[src/rtl/hazard_ctrl_if.sv]
// Signal bundle between the pipeline and the hazard controller: stage status
// flows in, stall/flush/multi-cycle controls and debug status flow out.
interface hazard_ctrl_if;
    // ID stage operands
    logic [4:0]  id_rs1;
    logic [4:0]  id_rs2;
    logic        id_use_rs1;
    logic        id_use_rs2;
    logic        id_is_store;

    // EX / MEM stage status
    logic [4:0]  ex_rd;
    logic        ex_mem_read;
    logic        ex_mc_op;
    logic        ex_br_taken;
    logic        me_mem_req;
    logic        dmem_ready;

    // Pipeline register controls
    logic        pc_stall;
    logic        if_id_stall;
    logic        id_ex_stall;
    logic        ex_me_stall;
    logic        if_id_flush;
    logic        id_ex_flush;
    logic        ex_me_flush;
    logic        me_wb_flush;
    logic        mc_done;

    // Observability
    logic [1:0]  state;
    logic [15:0] stall_cnt;

    // Pipeline side: drives stage status, consumes controls.
    modport master (
        output id_rs1, id_rs2, id_use_rs1, id_use_rs2, id_is_store,
        output ex_rd, ex_mem_read, ex_mc_op, ex_br_taken,
        output me_mem_req, dmem_ready,
        input  pc_stall, if_id_stall, id_ex_stall, ex_me_stall,
        input  if_id_flush, id_ex_flush, ex_me_flush, me_wb_flush,
        input  mc_done, state, stall_cnt
    );

    // Hazard controller side.
    modport slave (
        input  id_rs1, id_rs2, id_use_rs1, id_use_rs2, id_is_store,
        input  ex_rd, ex_mem_read, ex_mc_op, ex_br_taken,
        input  me_mem_req, dmem_ready,
        output pc_stall, if_id_stall, id_ex_stall, ex_me_stall,
        output if_id_flush, id_ex_flush, ex_me_flush, me_wb_flush,
        output mc_done, state, stall_cnt
    );
endinterface

[src/rtl/hazard_ctrl.sv]
// Five-stage pipeline hazard controller: load-use interlock, taken-branch flush,
// multi-cycle EX hold and data-memory wait, with a saturating stall counter.
module hazard_ctrl #(
    parameter int unsigned MC_CYCLES = 4
) (
    input  logic         clk,
    input  logic         rstn,
    hazard_ctrl_if.slave hz
);

    typedef enum logic [1:0] {
        ST_RUN      = 2'd0,
        ST_MC_BUSY  = 2'd1,
        ST_MEM_WAIT = 2'd2,
        ST_UNUSED   = 2'd3
    } state_t;

    typedef struct packed {
        logic pc_stall;
        logic if_id_stall;
        logic id_ex_stall;
        logic ex_me_stall;
        logic if_id_flush;
        logic id_ex_flush;
        logic ex_me_flush;
        logic me_wb_flush;
        logic mc_done;
    } ctrl_t;

    localparam ctrl_t CTRL_NONE = '{
        pc_stall: 1'b0, if_id_stall: 1'b0, id_ex_stall: 1'b0, ex_me_stall: 1'b0,
        if_id_flush: 1'b0, id_ex_flush: 1'b0, ex_me_flush: 1'b0, me_wb_flush: 1'b0,
        mc_done: 1'b0
    };

    // Freeze everything up to MEM; MEM/WB takes a bubble while memory is busy.
    localparam ctrl_t CTRL_MEM_HOLD = '{
        pc_stall: 1'b1, if_id_stall: 1'b1, id_ex_stall: 1'b1, ex_me_stall: 1'b1,
        if_id_flush: 1'b0, id_ex_flush: 1'b0, ex_me_flush: 1'b0, me_wb_flush: 1'b1,
        mc_done: 1'b0
    };

    localparam ctrl_t CTRL_BRANCH = '{
        pc_stall: 1'b0, if_id_stall: 1'b0, id_ex_stall: 1'b0, ex_me_stall: 1'b0,
        if_id_flush: 1'b1, id_ex_flush: 1'b1, ex_me_flush: 1'b0, me_wb_flush: 1'b0,
        mc_done: 1'b0
    };

    // EX holds its op; EX/MEM takes a bubble so MEM never sees a half-done result.
    localparam ctrl_t CTRL_MC_HOLD = '{
        pc_stall: 1'b1, if_id_stall: 1'b1, id_ex_stall: 1'b1, ex_me_stall: 1'b0,
        if_id_flush: 1'b0, id_ex_flush: 1'b0, ex_me_flush: 1'b1, me_wb_flush: 1'b0,
        mc_done: 1'b0
    };

    localparam ctrl_t CTRL_LOAD_USE = '{
        pc_stall: 1'b1, if_id_stall: 1'b1, id_ex_stall: 1'b0, ex_me_stall: 1'b0,
        if_id_flush: 1'b0, id_ex_flush: 1'b1, ex_me_flush: 1'b0, me_wb_flush: 1'b0,
        mc_done: 1'b0
    };

    localparam ctrl_t CTRL_MC_DONE = '{
        pc_stall: 1'b0, if_id_stall: 1'b0, id_ex_stall: 1'b0, ex_me_stall: 1'b0,
        if_id_flush: 1'b0, id_ex_flush: 1'b0, ex_me_flush: 1'b0, me_wb_flush: 1'b0,
        mc_done: 1'b1
    };

    // First hold cycle happens in RUN, so the counter covers the remaining ones.
    localparam logic [7:0]  MC_LOAD   = 8'(MC_CYCLES - 1);
    localparam logic [15:0] STALL_MAX = 16'hFFFF;

    state_t      r_state;
    logic [7:0]  r_cnt;
    logic [15:0] r_stall_cnt;

    state_t      w_state_nxt;
    logic [7:0]  w_cnt_nxt;
    ctrl_t       w_ctrl;
    logic        w_mem_wait;
    logic        w_load_use;
    logic        w_rs1_hit;
    logic        w_rs2_hit;

    assign w_mem_wait = hz.me_mem_req && !hz.dmem_ready;

    // Store data in rs2 is forwarded in MEM, so only a non-store rs2 read interlocks.
    assign w_rs1_hit  = hz.id_use_rs1 && (hz.id_rs1 == hz.ex_rd);
    assign w_rs2_hit  = hz.id_use_rs2 && (hz.id_rs2 == hz.ex_rd) && !hz.id_is_store;
    assign w_load_use = hz.ex_mem_read && (hz.ex_rd != 5'd0) && (w_rs1_hit || w_rs2_hit);

    always_comb begin
        // NOTE: every output of this block gets a default first, so no branch can infer a latch.
        w_ctrl      = CTRL_NONE;
        w_state_nxt = ST_RUN;
        w_cnt_nxt   = 8'd0;

        case (r_state)
            ST_RUN: begin
                if (w_mem_wait) begin
                    w_ctrl      = CTRL_MEM_HOLD;
                    w_state_nxt = ST_MEM_WAIT;
                end else if (hz.ex_br_taken) begin
                    w_ctrl      = CTRL_BRANCH;
                end else if (hz.ex_mc_op) begin
                    w_ctrl      = CTRL_MC_HOLD;
                    w_cnt_nxt   = MC_LOAD;
                    w_state_nxt = ST_MC_BUSY;
                end else if (w_load_use) begin
                    w_ctrl      = CTRL_LOAD_USE;
                end
            end

            // MEM carries a bubble here, so memory status, branches and
            // load-use are irrelevant until the op completes.
            ST_MC_BUSY: begin
                if (r_cnt != 8'd0) begin
                    w_ctrl      = CTRL_MC_HOLD;
                    w_cnt_nxt   = r_cnt - 8'd1;
                    w_state_nxt = ST_MC_BUSY;
                end else begin
                    w_ctrl      = CTRL_MC_DONE;
                end
            end

            // Held EX instruction is re-evaluated in RUN once memory completes.
            ST_MEM_WAIT: begin
                if (w_mem_wait) begin
                    w_ctrl      = CTRL_MEM_HOLD;
                    w_state_nxt = ST_MEM_WAIT;
                end
            end

            default: begin
                w_state_nxt = ST_RUN;
            end
        endcase

        // Reset must silence the pipeline controls even before the state settles.
        if (!rstn) begin
            w_ctrl = CTRL_NONE;
        end
    end

    always_ff @(posedge clk or negedge rstn) begin
        if (!rstn) begin
            r_state     <= ST_RUN;
            r_cnt       <= 8'd0;
            r_stall_cnt <= 16'd0;
        end else begin
            // NOTE: non-blocking assignments so every register samples pre-edge values.
            r_state <= w_state_nxt;
            r_cnt   <= w_cnt_nxt;
            if (w_ctrl.pc_stall && (r_stall_cnt != STALL_MAX)) begin
                r_stall_cnt <= r_stall_cnt + 16'd1;
            end
        end
    end

    assign hz.pc_stall    = w_ctrl.pc_stall;
    assign hz.if_id_stall = w_ctrl.if_id_stall;
    assign hz.id_ex_stall = w_ctrl.id_ex_stall;
    assign hz.ex_me_stall = w_ctrl.ex_me_stall;
    assign hz.if_id_flush = w_ctrl.if_id_flush;
    assign hz.id_ex_flush = w_ctrl.id_ex_flush;
    assign hz.ex_me_flush = w_ctrl.ex_me_flush;
    assign hz.me_wb_flush = w_ctrl.me_wb_flush;
    assign hz.mc_done     = w_ctrl.mc_done;
    assign hz.state       = r_state;
    assign hz.stall_cnt   = r_stall_cnt;

endmodule

[src/flat_wrapper.sv]
// flat-port wrapper written by rule: the top's interface ports become plain ports
module hazard_ctrl_flat 
#(
    parameter int unsigned MC_CYCLES = 4
)
  (clk, rstn, hz_id_rs1, hz_id_rs2, hz_id_use_rs1, hz_id_use_rs2, hz_id_is_store, hz_ex_rd, hz_ex_mem_read, hz_ex_mc_op, hz_ex_br_taken, hz_me_mem_req, hz_dmem_ready, hz_pc_stall, hz_if_id_stall, hz_id_ex_stall, hz_ex_me_stall, hz_if_id_flush, hz_id_ex_flush, hz_ex_me_flush, hz_me_wb_flush, hz_mc_done, hz_state, hz_stall_cnt);
  hazard_ctrl_if hz_i ();
  input  logic clk;
  input  logic rstn;
  input wire logic [$bits(hz_i.id_rs1)-1:0] hz_id_rs1;
  input wire logic [$bits(hz_i.id_rs2)-1:0] hz_id_rs2;
  input wire logic [$bits(hz_i.id_use_rs1)-1:0] hz_id_use_rs1;
  input wire logic [$bits(hz_i.id_use_rs2)-1:0] hz_id_use_rs2;
  input wire logic [$bits(hz_i.id_is_store)-1:0] hz_id_is_store;
  input wire logic [$bits(hz_i.ex_rd)-1:0] hz_ex_rd;
  input wire logic [$bits(hz_i.ex_mem_read)-1:0] hz_ex_mem_read;
  input wire logic [$bits(hz_i.ex_mc_op)-1:0] hz_ex_mc_op;
  input wire logic [$bits(hz_i.ex_br_taken)-1:0] hz_ex_br_taken;
  input wire logic [$bits(hz_i.me_mem_req)-1:0] hz_me_mem_req;
  input wire logic [$bits(hz_i.dmem_ready)-1:0] hz_dmem_ready;
  output wire logic [$bits(hz_i.pc_stall)-1:0] hz_pc_stall;
  output wire logic [$bits(hz_i.if_id_stall)-1:0] hz_if_id_stall;
  output wire logic [$bits(hz_i.id_ex_stall)-1:0] hz_id_ex_stall;
  output wire logic [$bits(hz_i.ex_me_stall)-1:0] hz_ex_me_stall;
  output wire logic [$bits(hz_i.if_id_flush)-1:0] hz_if_id_flush;
  output wire logic [$bits(hz_i.id_ex_flush)-1:0] hz_id_ex_flush;
  output wire logic [$bits(hz_i.ex_me_flush)-1:0] hz_ex_me_flush;
  output wire logic [$bits(hz_i.me_wb_flush)-1:0] hz_me_wb_flush;
  output wire logic [$bits(hz_i.mc_done)-1:0] hz_mc_done;
  output wire logic [$bits(hz_i.state)-1:0] hz_state;
  output wire logic [$bits(hz_i.stall_cnt)-1:0] hz_stall_cnt;
  assign hz_i.id_rs1 = hz_id_rs1;
  assign hz_i.id_rs2 = hz_id_rs2;
  assign hz_i.id_use_rs1 = hz_id_use_rs1;
  assign hz_i.id_use_rs2 = hz_id_use_rs2;
  assign hz_i.id_is_store = hz_id_is_store;
  assign hz_i.ex_rd = hz_ex_rd;
  assign hz_i.ex_mem_read = hz_ex_mem_read;
  assign hz_i.ex_mc_op = hz_ex_mc_op;
  assign hz_i.ex_br_taken = hz_ex_br_taken;
  assign hz_i.me_mem_req = hz_me_mem_req;
  assign hz_i.dmem_ready = hz_dmem_ready;
  assign hz_pc_stall = hz_i.pc_stall;
  assign hz_if_id_stall = hz_i.if_id_stall;
  assign hz_id_ex_stall = hz_i.id_ex_stall;
  assign hz_ex_me_stall = hz_i.ex_me_stall;
  assign hz_if_id_flush = hz_i.if_id_flush;
  assign hz_id_ex_flush = hz_i.id_ex_flush;
  assign hz_ex_me_flush = hz_i.ex_me_flush;
  assign hz_me_wb_flush = hz_i.me_wb_flush;
  assign hz_mc_done = hz_i.mc_done;
  assign hz_state = hz_i.state;
  assign hz_stall_cnt = hz_i.stall_cnt;
  hazard_ctrl #(.MC_CYCLES(MC_CYCLES)) u_core (.clk(clk), .rstn(rstn), .hz(hz_i));
endmodule
[config.mk]
export PLATFORM = sky130hd
export DESIGN_NAME = hazard_ctrl_flat
export DESIGN_NICKNAME = d
export VERILOG_FILES = /design/src/rtl/hazard_ctrl_if.sv /design/src/rtl/hazard_ctrl.sv /design/src/flat_wrapper.sv
export SDC_FILE = /design/constraint.sdc
export NUM_CORES = 1
export LEC_CHECK = 0
export CORE_MARGIN = 1
export CORE_UTILIZATION = 59
export CTS_BUF_LIST = sky130_fd_sc_hd__clkbuf_8
export DETAILED_ROUTE_END_ITERATION = 16
export DONT_BUFFER_PORTS = 1
export PLACE_DENSITY = 0.88
export SLEW_MARGIN = 10
export SYNTH_ARGS = -nofsm -noshare
export SYNTH_HDL_FRONTEND = slang
export SYNTH_SLANG_ARGS = --single-unit
export TNS_END_PERCENT = 50
[constraint.sdc]
create_clock -name clk -period 1.8 [get_ports clk]
set_input_delay 0.09 -clock clk [delete_from_list [all_inputs] [get_ports clk]]
set_output_delay 0.09 -clock clk [all_outputs]
set_load 0.02 [all_outputs]
==> summary.txt, run 1 <==
Job
  • Max-cap violations: 0

Drt
  • DR WL/cell: 20.40 um
  • DRT iter0 DRCs: 18
  • Vias: 1347
  • DR vias/cell: 6.324
  • DRT Wirelength: 4346 um
  • # DRC: 0
  • Pre-antenna DRT Iters: 4
  • Routed Antenna Nets: 0

Clock network
  • Clk root buf: clkbuf_8
  • Clk sink count: 26
  • CTS tree: done
  • H-tree levels: 1
  • Clock-pin slew on the worst setup and hold paths: 0.10 ns
  • Longest Clk Path Bufs: 2
  • Clock latency reported for the late side of the worst-skew pair: between 0.2 and 0.3 ns
  • Total CTS buffers: 3

Logic synthesis
  • Dominant cell type by area after synthesis: dfrtp_1
  • Top cells by area, synth: dfrtp_1 (43%), xnor2_1 (9.8%), xor2_1 (7.5%), nand3_2 (5.9%), and3_1 (3.3%)
  • Post-synthesis instance total: 146
  • Register area share after synthesis: 42.80%
  • Number of synthesized register bits: 26
  • Post-synth top cells: dfrtp_1 (26), xnor2_1 (17), xor2_1 (13)
  • Post-Synthesis Cell Area: 1520 um2
  • Post-synth top flop: dfrtp_1
  • Most numerous cell in the Yosys netlist: dfrtp_1
  • Mapped Nets: 173
  • Post-synth EDFFs: 0
  • Fraction of registers with async set/reset: 100.0%
  • Synth top area share: 42.80%
  • Yosys warning count: 0
  • Distinct cells, synth: 37
  • Syn_area_per_cell: about 10 um2

Min path
  • Hold path endpoint: u_core.hz.state[1]$_DFF_PN0_
  • HP Start: hz_me_mem_req
  • WHS Path Cells: 2
  • Hold/Removal Path Class: in2reg

Power and ir drop
  • Max IR drop VDD: 1433 uV
  • Leakage: 0.9598 nW
  • Power per cell area: 1566 nW/um2

Worst setup path
  • Critical-path cell with the highest stage delay: dfrtp_1
  • FF-to-FF path depth: 7
  • Critical path buffers and inverters: 2
  • Flop-to-flop setup slack: -0.11 ns
  • Crit path largest cell delay: 0.44 ns
  • CP Max Fanout: 6
  • Nature of the critical path endpoint: primary output
  • R2r endpoint: u_core.hz.stall_cnt[1]$_DFFE_PN0P_
  • CP cell instances: nor4_4, nand3_2, a31oi_4, o31ai_4, buf_12, buf_8
  • CP delay by family, top: simple AND/OR/NAND/NOR gates
  • Critical Path RT: 1.71 ns
  • Worst path arrival time: roughly 1.9 ns
  • Reg2Reg Launch Point: u_core.r_cnt[2]$_DFF_PN0_
  • Setup CP Type: reg2out
  • CP Launch Type: flip-flop

Status
  • Violated checks: setup timing
  • Status: finished with violations

Layout
  • Register area: 653.1 um2
  • Layout cells sized above 1: 39.34%
  • Fillers: 130
  • Area grow syn2layout: 34.90%
  • Antenna diode count: 0
  • Final #Nets: between 200 and 250
  • Area of the multi-input gates: between 900 and 1000 um2

Floorplan
  • Die width: 52.76 um
  • Core Box Area: 2455 um2
  • I/O Pins: 52
  • Core Rows: 18
  • Die area: 2784 um2
  • Die Y: 52.76 um
  • Starting Density: 61.93%

Placement
  • Routability congestion estimate: 0.8429
  • IO Port Bufs: 0
  • Detailed placement HPWL: 2626 um

STA
  • Fmax: a little over 500 MHz
  • Slew HR: 73.25%
  • Fin crit period: 1.936 ns
  • Total negative setup slack: -0.7603 ns
  • Final worst-path cycle share: 107.6%
  • Worst Tran Pin Value: 0.4013 ns
  • Final setup fails: 16
  • Clock Skew: 0.008311 ns
  • Hold Fails Final Rpt: 0
  • Max Slew Vio Count: 0
  • Hold_ws: 0.04511 ns
  • Final WS setup: -0.1359 ns
  • RSZ-0062 raised after global routing: true

GRT
  • Vias in the first global route: 1308
  • Initial antenna violation count: 0
  • Total GRT Usage: a little under a third
  • Total grt overflow: 0
  • First-pass GRT wire length: 6106 um
  • Largest net degree at the start of global routing: 27
registers in the layout, summed over array words and instances, names as in the netlist:
signal and flops:
u_core.r_cnt 8, u_core.hz.state 2, u_core.hz.stall_cnt 16
per-layer routing:
layer | part of all wire, % | GRT usage, % | up-vias
met2 | 55 | 54.85 | 60
met4 | 3.0 | 12.28 | 0
met5 | 0 | 0 | -
met1 | 37 | 36.15 | 691
met3 | 5.4 | 6.667 | 15
li1 | - | - | 581
power by group:
group | internal (W) | switching (W)
sequential | 0.000736 | 0.000136
combinational | 0.000852 | 0.00100
clock | 0.000298 | 0.000187
timing repair:
item | in CTS | in global routing
gates resized for setup | 14 | 10
hold buffers | 2 | 0
endpoints found under the setup margin | 18 | 18
endpoints found under the hold margin | 26 | 0
setup buffers | 4 | 1
cloned | 0 | 0
pin swaps | 5 | 3
worst max path at each step:
stage,end,from,depth (start not counted),slack (ns)
after CTS,hz_pc_stall,u_core.hz.state[1]$_DFF_PN0_,4,-0.06
after detailed placement,u_core.hz.stall_cnt[1]$_DFFE_PN0P_,u_core.r_cnt[2]$_DFF_PN0_,6,-0.07
after floorplan,u_core.hz.stall_cnt[8]$_DFFE_PN0P_,u_core.hz.state[1]$_DFF_PN0_,5,-0.10
after global placement,u_core.hz.stall_cnt[1]$_DFFE_PN0P_,u_core.r_cnt[2]$_DFF_PN0_,6,-0.02
final,hz_pc_stall,u_core.r_cnt[2]$_DFF_PN0_,6,-0.14
after global routing,hz_if_id_stall,u_core.r_cnt[2]$_DFF_PN0_,6,-0.18
layout by cell type, fill, tap and decap left out, types with 2 or more instances in the layout:
master | Yosys | routed
nand2_1 | 9 | 8
xor2_1 | 13 | 13
nand4_1 | 3 | 3
nand3_1 | 6 | 4
clkbuf_8 | 0 | 3
buf_12 | 0 | 3
o21ai_0 | 3 | 3
nor2_2 | 1 | 2
buf_6 | 1 | 3
nand3_2 | 9 | 10
inv_1 | 3 | 3
nor3_1 | 5 | 5
xnor2_2 | 1 | 4
dfrtp_1 | 26 | 24
dfrtp_2 | 0 | 2
nand2b_1 | 2 | 2
nor2_1 | 11 | 10
ha_1 | 2 | 2
xnor2_1 | 17 | 13
buf_4 | 3 | 29
nand4b_1 | 2 | 2
and3_1 | 8 | 8
area by class of cell:
type | instances | area share (%)
repair buffers | 37 | 16.41
inverters | 3 | 0.5491
multi-input cells | 113 | 45.88
clock inverters | 1 | 1.464
flip-flops and latches | 26 | 31.85
clock buffers | 3 | 2.013
well taps | 30 | 1.830
logic make-up after synthesis:
group	share of synthesized area (%)
muxes	0.9874
and+or+nand+nor	28.89
buffers and inverters	2.963
adders and majority gates	1.646
xor gates and xnor gates	18.35
AOI/OAI and AO/OA	4.362
DFF	42.80
stage by stage:
stage	area (um2)	utilization (%)	power (W)	cells	setup slack [ns]
after global routing	2051	83.54	0.003336	213	-0.1820
after detailed placement	1788	72.83	0.002277	202	-0.06820
after CTS	1988	80.99	0.002974	212	-0.05893
after floorplan	1534	-	0.001777	146	-0.1002
after global placement	1788	72.83	0.002185	202	-0.02137
final	2051	83.54	0.003211	213	-0.1359
No activity file was read; power rests on OpenSTA's default activity.
==> run 2, diff against run 1 <==
CELL_PAD_IN_SITES_DETAIL_PLACEMENT = 1   (was not set)
CELL_PAD_IN_SITES_GLOBAL_PLACEMENT = 1   (was not set)
CORE_UTILIZATION = 44   (was 59)
PLACE_DENSITY = 0.87   (was 0.88)
SETUP_SLACK_MARGIN = 0.15   (was not set)
==> summary.txt, run 2 (synthesis results as in run 1) <==
Layout
  • Max reg flops: 16 (unchanged)
  • Antenna diode count: 0 (unchanged)
  • Finished Cell Area: 2172 um2 (was 2051 um2)
  • Post-layout util: 68.89% (was 83.54%)
  • Final #Nets: 223 (was 211)
  • Area grow syn2layout: 42.88% (was 34.90%)
  • Area of the multi-input gates: 964.7 um2 (was 940.9 um2)
  • Layout cells sized above 1: 45.13% (was 39.34%)
  • Register area: 653.1 um2 (unchanged)
  • Leading cell type in the layout, fill and taps excluded: buf_4 (unchanged)
  • Fillers: 340 (was 130)
  • Commonest non-fill, non-tap cells in the layout: buf_4 (40), dfrtp_1 (24), xor2_1 (13), xnor2_1 (12) (was buf_4 (29), dfrtp_1 (24), xnor2_1 (13), xor2_1 (13))

STA
  • Slew HR: 59.26% (was 73.25%)
  • Hold Fails Final Rpt: 0 (unchanged)
  • RSZ-0062 raised after global routing: true (unchanged)
  • Fin crit period: 2.011 ns (was 1.936 ns)
  • Clock Skew: 0.01242 ns (was 0.008311 ns)
  • Fmax: 497.2 MHz (was 516.5 MHz)
  • Max Slew Vio Count: 0 (unchanged)
  • Final WS setup: -0.2114 ns (was -0.1359 ns)
  • Final setup fails: 19 (was 16)
  • Hold_ws: 0.06775 ns (was 0.04511 ns)
  • Final worst-path cycle share: 111.7% (was 107.6%)
  • Worst Tran Pin Value: 0.6111 ns (was 0.4013 ns)
  • Total negative setup slack: -2.437 ns (was -0.7603 ns)

Min path
  • Hold path endpoint: u_core.hz.state[1]$_DFF_PN0_ (unchanged)
  • WHS Path Cells: 2 (unchanged)
  • Hold/Removal Path Class: in2reg (unchanged)
  • HP Start: hz_me_mem_req (unchanged)

Placement
  • Detailed placement HPWL: 3091 um (was 2626 um)
  • Placed Area: 1803 um2 (was 1788 um2)
  • Routability congestion estimate: 0.8856 (was 0.8429)
  • IO Port Bufs: 0 (unchanged)

Worst setup path
  • Flop-to-flop setup slack: -0.19 ns (was -0.11 ns)
  • CP delay by family, top: simple AND/OR/NAND/NOR gates (unchanged)
  • R2r endpoint: u_core.hz.stall_cnt[1]$_DFFE_PN0P_ (unchanged)
  • CP cell instances: nor4_4, nand3_2, a31oi_1, buf_4, o31ai_4, buf_6, buf_8 (was nor4_4, nand3_2, a31oi_4, o31ai_4, buf_12, buf_8)
  • Setup CP Type: reg2out (unchanged)
  • FF-to-FF path depth: 8 (was 7)
  • Crit path largest cell delay: 0.42 ns (was 0.44 ns)
  • Nature of the critical path endpoint: primary output (unchanged)
  • Reg2Reg Launch Point: u_core.r_cnt[4]$_DFF_PN0_ (was u_core.r_cnt[2]$_DFF_PN0_)
  • CP Launch Type: flip-flop (unchanged)
  • CP Max Fanout: 5 (was 6)
  • Worst path arrival time: 1.92 ns (was 1.85 ns)
  • Critical Path RT: 1.71 ns (about the same)
  • Critical-path cell with the highest stage delay: dfrtp_1 (unchanged)
  • Critical path buffers and inverters: 3 (was 2)

Clock network
  • Clk root buf: clkbuf_8 (unchanged)
  • Total CTS buffers: 3 (unchanged)
  • H-tree levels: 1 (unchanged)
  • CTS tree: done (unchanged)
  • Longest Clk Path Bufs: 2 (unchanged)
  • Clock latency reported for the late side of the worst-skew pair: 0.28 ns (was 0.27 ns)
  • Clk sink count: 26 (unchanged)
  • Clock-pin slew on the worst setup and hold paths: 0.08 ns (was 0.10 ns)

Drt
  • Pre-antenna DRT Iters: 4 (unchanged)
  • DR WL/cell: 22.50 um (was 20.40 um)
  • # DRC: 0 (unchanged)
  • DRT Wirelength: 5378 um (was 4346 um)
  • Vias: 1385 (was 1347)
  • DR vias/cell: 5.795 (was 6.324)
  • DRT iter0 DRCs: 47 (was 18)
  • Routed Antenna Nets: 0 (unchanged)

Floorplan
  • Core Box Area: 3153 um2 (was 2455 um2)
  • Die Y: 60.78 um (was 52.76 um)
  • Die area: 3694 um2 (was 2784 um2)
  • Core Rows: 20 (was 18)
  • I/O Pins: 52 (unchanged)
  • Starting Density: 48.21% (was 61.93%)
  • Die width: 60.78 um (was 52.76 um)

GRT
  • Total GRT Usage: 28.84% (was 31.09%)
  • Initial antenna violation count: 0 (unchanged)
  • Vias in the first global route: 1443 (was 1308)
  • Total grt overflow: 0 (unchanged)
  • First-pass GRT wire length: 7514 um (was 6106 um)
  • Largest net degree at the start of global routing: 35 (was 27)

Power and ir drop
  • Leakage: 1.030 nW (was 0.9598 nW)
  • Max IR drop VDD: 971.9 uV (was 1433 uV)
  • Power per cell area: 1607 nW/um2 (was 1566 nW/um2)
  • Power, Total: 0.003492 W (was 0.003211 W)

Status
  • Status: finished with violations (unchanged)
  • Violated checks: setup timing (unchanged)

Job
  • Max-cap violations: 0 (unchanged)
-- run 2: cell types whose count changed in the layout (fill, tap and decap cells not counted), sizes merged --
cell  before  now
buf       36   48
-- run 2: through the flow --
| step | instances | setup slack, ns |
|---|---|---|
| global placement | 219 | -0.05220 |
| finish | 239 | -0.2114 |
| CTS | 230 | -0.1798 |
| detailed placement | 219 | -0.1371 |
| global route | 239 | -0.3113 |
| floorplan | 146 | -0.1002 |
-- run 2: repair_timing --
action / CTS / global route
endpoints found under the setup margin: 21 / 31
gates cloned: 0 / 0
pin swaps: 13 / 5
endpoints found under the hold margin: 26 / 26
gates resized for setup: 18 / 17
buffers inserted: 7 / 8
-- run 2: metal layers --
| layer | share of wire, % | GRT usage (%) | vias up |
|---|---|---|---|
| met2 | 53 | 51.81 | 43 |
| met5 | 0 | 0 | - |
| li1 | - | - | 605 |
| met4 | 3.2 | 9.416 | 0 |
| met1 | 40 | 34.71 | 723 |
| met3 | 4.3 | 5.330 | 14 |
-- run 2: cell type report --
type	count	share of cell area, %
sequential	26	30.07
inverter	3	0.5184
multi-input combinational	113	44.41
clock inverter	1	1.382
timing repair buffer	49	19.18
clock buffer	3	1.901
tap	44	2.535
-- run 2: worst max-delay path by stage --
stage	slack (ns)	to	startpoint	cells after the start
floorplan	-0.10	u_core.hz.stall_cnt[8]$_DFFE_PN0P_	u_core.hz.state[1]$_DFF_PN0_	5
global placement	-0.05	u_core.hz.stall_cnt[12]$_DFFE_PN0P_	u_core.hz.state[1]$_DFF_PN0_	8
detailed placement	-0.14	u_core.hz.stall_cnt[6]$_DFFE_PN0P_	u_core.hz.state[1]$_DFF_PN0_	8
CTS	-0.18	hz_pc_stall	u_core.r_cnt[4]$_DFF_PN0_	7
global route	-0.31	hz_pc_stall	u_core.r_cnt[4]$_DFF_PN0_	7
finish	-0.21	hz_pc_stall	u_core.r_cnt[4]$_DFF_PN0_	7
-- run 2: worst reg2reg max path, cell delays in order (launching register included) --
cell and delay (ns):
dfrtp_1 0.42, nor4_4 0.33, nand3_2 0.15, a31oi_1 0.19
buf_4 0.17, o31ai_4 0.09, buf_4 0.18, nand2_4 0.06
mux2_4 0.29
-- run 2: report_power, final --
group / switching [W] / total, W / internal, W
Clock: 0.000191 / 0.000488 / 0.000298
Sequential: 0.000124 / 0.000860 / 0.000736
Combinational: 0.00110 / 0.00214 / 0.00104
==> run 3, diff against run 2 <==
CELL_PAD_IN_SITES_GLOBAL_PLACEMENT = 2   (was 1)
CORE_UTILIZATION = 35   (was 44)
PLACE_DENSITY = 0.86   (was 0.87)
==> summary.txt, run 3 (synthesis results as in run 1) <==
Worst setup path
  • Setup CP Type: reg2out (unchanged)
  • CP delay by family, top: simple AND/OR/NAND/NOR gates (unchanged)
  • Instance count on the critical path: 4 (was 7)
  • Critical-path cell with the highest stage delay: or4b_4 (was dfrtp_1)
  • FF-to-FF path depth: 6 (was 8)
  • Critical path buffers and inverters: 2 (was 3)
  • CP cell instances: or4b_4, o31ai_4, buf_6, buf_8 (was nor4_4, nand3_2, a31oi_1, buf_4, o31ai_4, buf_6, buf_8)
  • Crit path largest cell delay: 0.54 ns (was 0.42 ns)
  • CP Launch Type: flip-flop (unchanged)
  • Worst path arrival time: 1.82 ns (was 1.92 ns)
  • CP Max Fanout: 3 (was 5)
  • Critical Path RT: 1.71 ns (about the same)
  • Nature of the critical path endpoint: primary output (unchanged)

Drt
  • DRT Wirelength: 4198 um (was 5378 um)
  • DR vias/cell: 5.214 (was 5.795)
  • Met1 Wirelength: 1671 um (was 2136 um)
  • Vias: 1241 (was 1385)
  • DR WL met2: 2387 um (was 2834 um)
  • Met3 WL: 89 um (was 233 um)
  • Pre-antenna DRT Iters: 4 (unchanged)
  • DRT iter0 DRCs: 26 (was 47)
  • Top Metal Used: met4 (unchanged)
  • Routed Antenna Nets: 0 (unchanged)
  • # DRC: 0 (unchanged)
  • DR WL/cell: 17.64 um (was 22.50 um)

Floorplan
  • Starting Density: 37.20% (was 48.21%)
  • I/O Pins: 52 (unchanged)
  • Core Rows: 23 (was 20)
  • Die area: 4611 um2 (was 3694 um2)
  • Core Box Area: 4086 um2 (was 3153 um2)
  • Die width: 67.91 um (was 60.78 um)
  • Die Y: 67.91 um (was 60.78 um)

Status
  • Status: finished with violations (unchanged)
  • Violated checks: setup timing (unchanged)

Layout
  • Max reg flops: 16 (unchanged)
  • Leading cell type in the layout, fill and taps excluded: buf_4 (unchanged)
  • Final #Nets: 216 (was 223)
  • Register area: 653.1 um2 (unchanged)
  • Area grow syn2layout: 39.34% (was 42.88%)
  • Layout cells sized above 1: 41.49% (was 45.13%)
  • Fillers: 446 (was 340)
  • Antenna diode count: 0 (unchanged)
  • Area of the multi-input gates: 947.2 um2 (was 964.7 um2)
  • Commonest non-fill, non-tap cells in the layout: buf_4 (33), dfrtp_1 (24), xnor2_1 (15), xor2_1 (13), nor2_1 (10) (was buf_4 (40), dfrtp_1 (24), xor2_1 (13), xnor2_1 (12))

STA
  • Fin crit period: 1.911 ns (was 2.011 ns)
  • Hold Fails Final Rpt: 0 (unchanged)
  • Final WS setup: -0.1112 ns (was -0.2114 ns)
  • RSZ-0062 raised after global routing: true (unchanged)
  • Clock Skew: 0.001066 ns (was 0.01242 ns)
  • Fmax: 523.2 MHz (was 497.2 MHz)
  • Slew HR: 72.36% (was 59.26%)
  • Max Slew Vio Count: 0 (unchanged)
  • Final setup fails: 18 (was 19)
  • Final worst-path cycle share: 106.2% (was 111.7%)
  • Hold_ws: 0.05981 ns (was 0.06775 ns)
  • Worst Tran Pin Value: 0.4176 ns (was 0.6111 ns)

Clock network
  • Clk root buf: clkbuf_8 (unchanged)
  • CTS tree: done (unchanged)
  • Clk sink count: 26 (unchanged)
  • Clock latency reported for the late side of the worst-skew pair: 0.27 ns (was 0.28 ns)
  • Clock-pin slew on the worst setup and hold paths: 0.09 ns (was 0.08 ns)
  • Longest Clk Path Bufs: 2 (unchanged)
  • H-tree levels: 1 (unchanged)
  • Total CTS buffers: 3 (unchanged)

Power and ir drop
  • Max IR drop VDD: 847.2 uV (was 971.9 uV)
  • Power, Total: 0.003187 W (was 0.003492 W)
  • Power per cell area: 1504 nW/um2 (was 1607 nW/um2)
  • Leakage: 0.9701 nW (was 1.030 nW)

GRT
  • First-pass GRT wire length: 6679 um (was 7514 um)
  • Initial antenna violation count: 0 (unchanged)
  • Largest net degree at the start of global routing: 27 (was 35)
  • Vias in the first global route: 1368 (was 1443)
  • Total grt overflow: 0 (unchanged)
  • Total GRT Usage: 20.04% (was 28.84%)

Placement
  • IO Port Bufs: 0 (unchanged)
  • Detailed placement HPWL: 3206 um (was 3091 um)
  • Routability congestion estimate: 0.8064 (was 0.8856)

Min path
  • WHS Path Cells: 2 (unchanged)
  • Hold/Removal Path Class: in2reg (unchanged)

Job
  • Max-cap violations: 0 (unchanged)
-- run 3: cell count changes in the layout (fill, tap and decap cells not counted), moves of 2 or more --
cell,before,now
xnor2_1,12,15
nand3_1,3,5
xnor2_2,6,3
buf_4,40,33
-- run 3: power by group --
| part | internal (W) | total [W] | leakage [nW] | switching, W |
|---|---|---|---|---|
| combinational | 0.000858 | 0.00185 | 0.587 | 0.000987 |
| sequential | 0.000736 | 0.000855 | 0.347 | 0.000119 |
| clock | 0.000298 | 0.000486 | 0.0357 | 0.000189 |
-- run 3: repair_timing --
| item | CTS | global route |
|---|---|---|
| hold buffers | 2 | 0 |
| endpoints found under the setup margin | 21 | 25 |
| resized for setup | 15 | 16 |
| buffers inserted | 5 | 1 |
| endpoints found under the hold margin | 26 | 0 |
| pin swaps | 8 | 5 |
-- run 3: final cells by class --
class,instances,share of cell area (%)
multi-input cells,113,44.71
flip-flops and latches,26,30.83
repair buffers,42,17.42
well taps,50,2.953
clock buffers,3,1.949
clock inverters,1,1.418
inverters,3,0.7088
-- run 3: per-stage QoR --
step / setup TNS, ns / instance area [um2] / utilization [%] / setup WS [ns] / cells
after CTS: -1.214 / 2037 / 49.85 / -0.1028 / 237
after detailed placement: -2.299 / 1831 / 44.79 / -0.1911 / 226
after global routing: -2.814 / 2118 / 51.84 / -0.2174 / 238
final: -1.215 / 2118 / 51.84 / -0.1112 / 238
after floorplan: -0.9551 / 1534 / - / -0.1002 / 146
after global placement: -1.455 / 1831 / 44.79 / -0.1114 / 226
-- run 3: worst paths after layout --
path / startpoint / slack (ns) / to
setup / recovery: u_core.hz.state[1]$_DFF_PN0_ / -0.11 / hz_if_id_stall
setup reg to reg: u_core.hz.state[1]$_DFF_PN0_ / -0.10 / u_core.hz.stall_cnt[2]$_DFFE_PN0P_
min in group asynchronous: rstn / 0.25 / u_core.r_cnt[7]$_DFF_PN0_
max in group asynchronous: rstn / 1.39 / u_core.hz.state[0]$_DFF_PN0_
hold / removal: hz_me_mem_req / 0.06 / u_core.hz.state[1]$_DFF_PN0_
hold reg to reg: u_core.r_cnt[0]$_DFF_PN0_ / 0.56 / u_core.r_cnt[0]$_DFF_PN0_
-- run 3: layer usage --
layer  vias to the layer above  global-route usage (%)
li1                        589                       -
met1                       632                   22.85
met2                        16                   36.63
met3                         4                   3.333
met4                         0                   8.333
met5                         -                       0
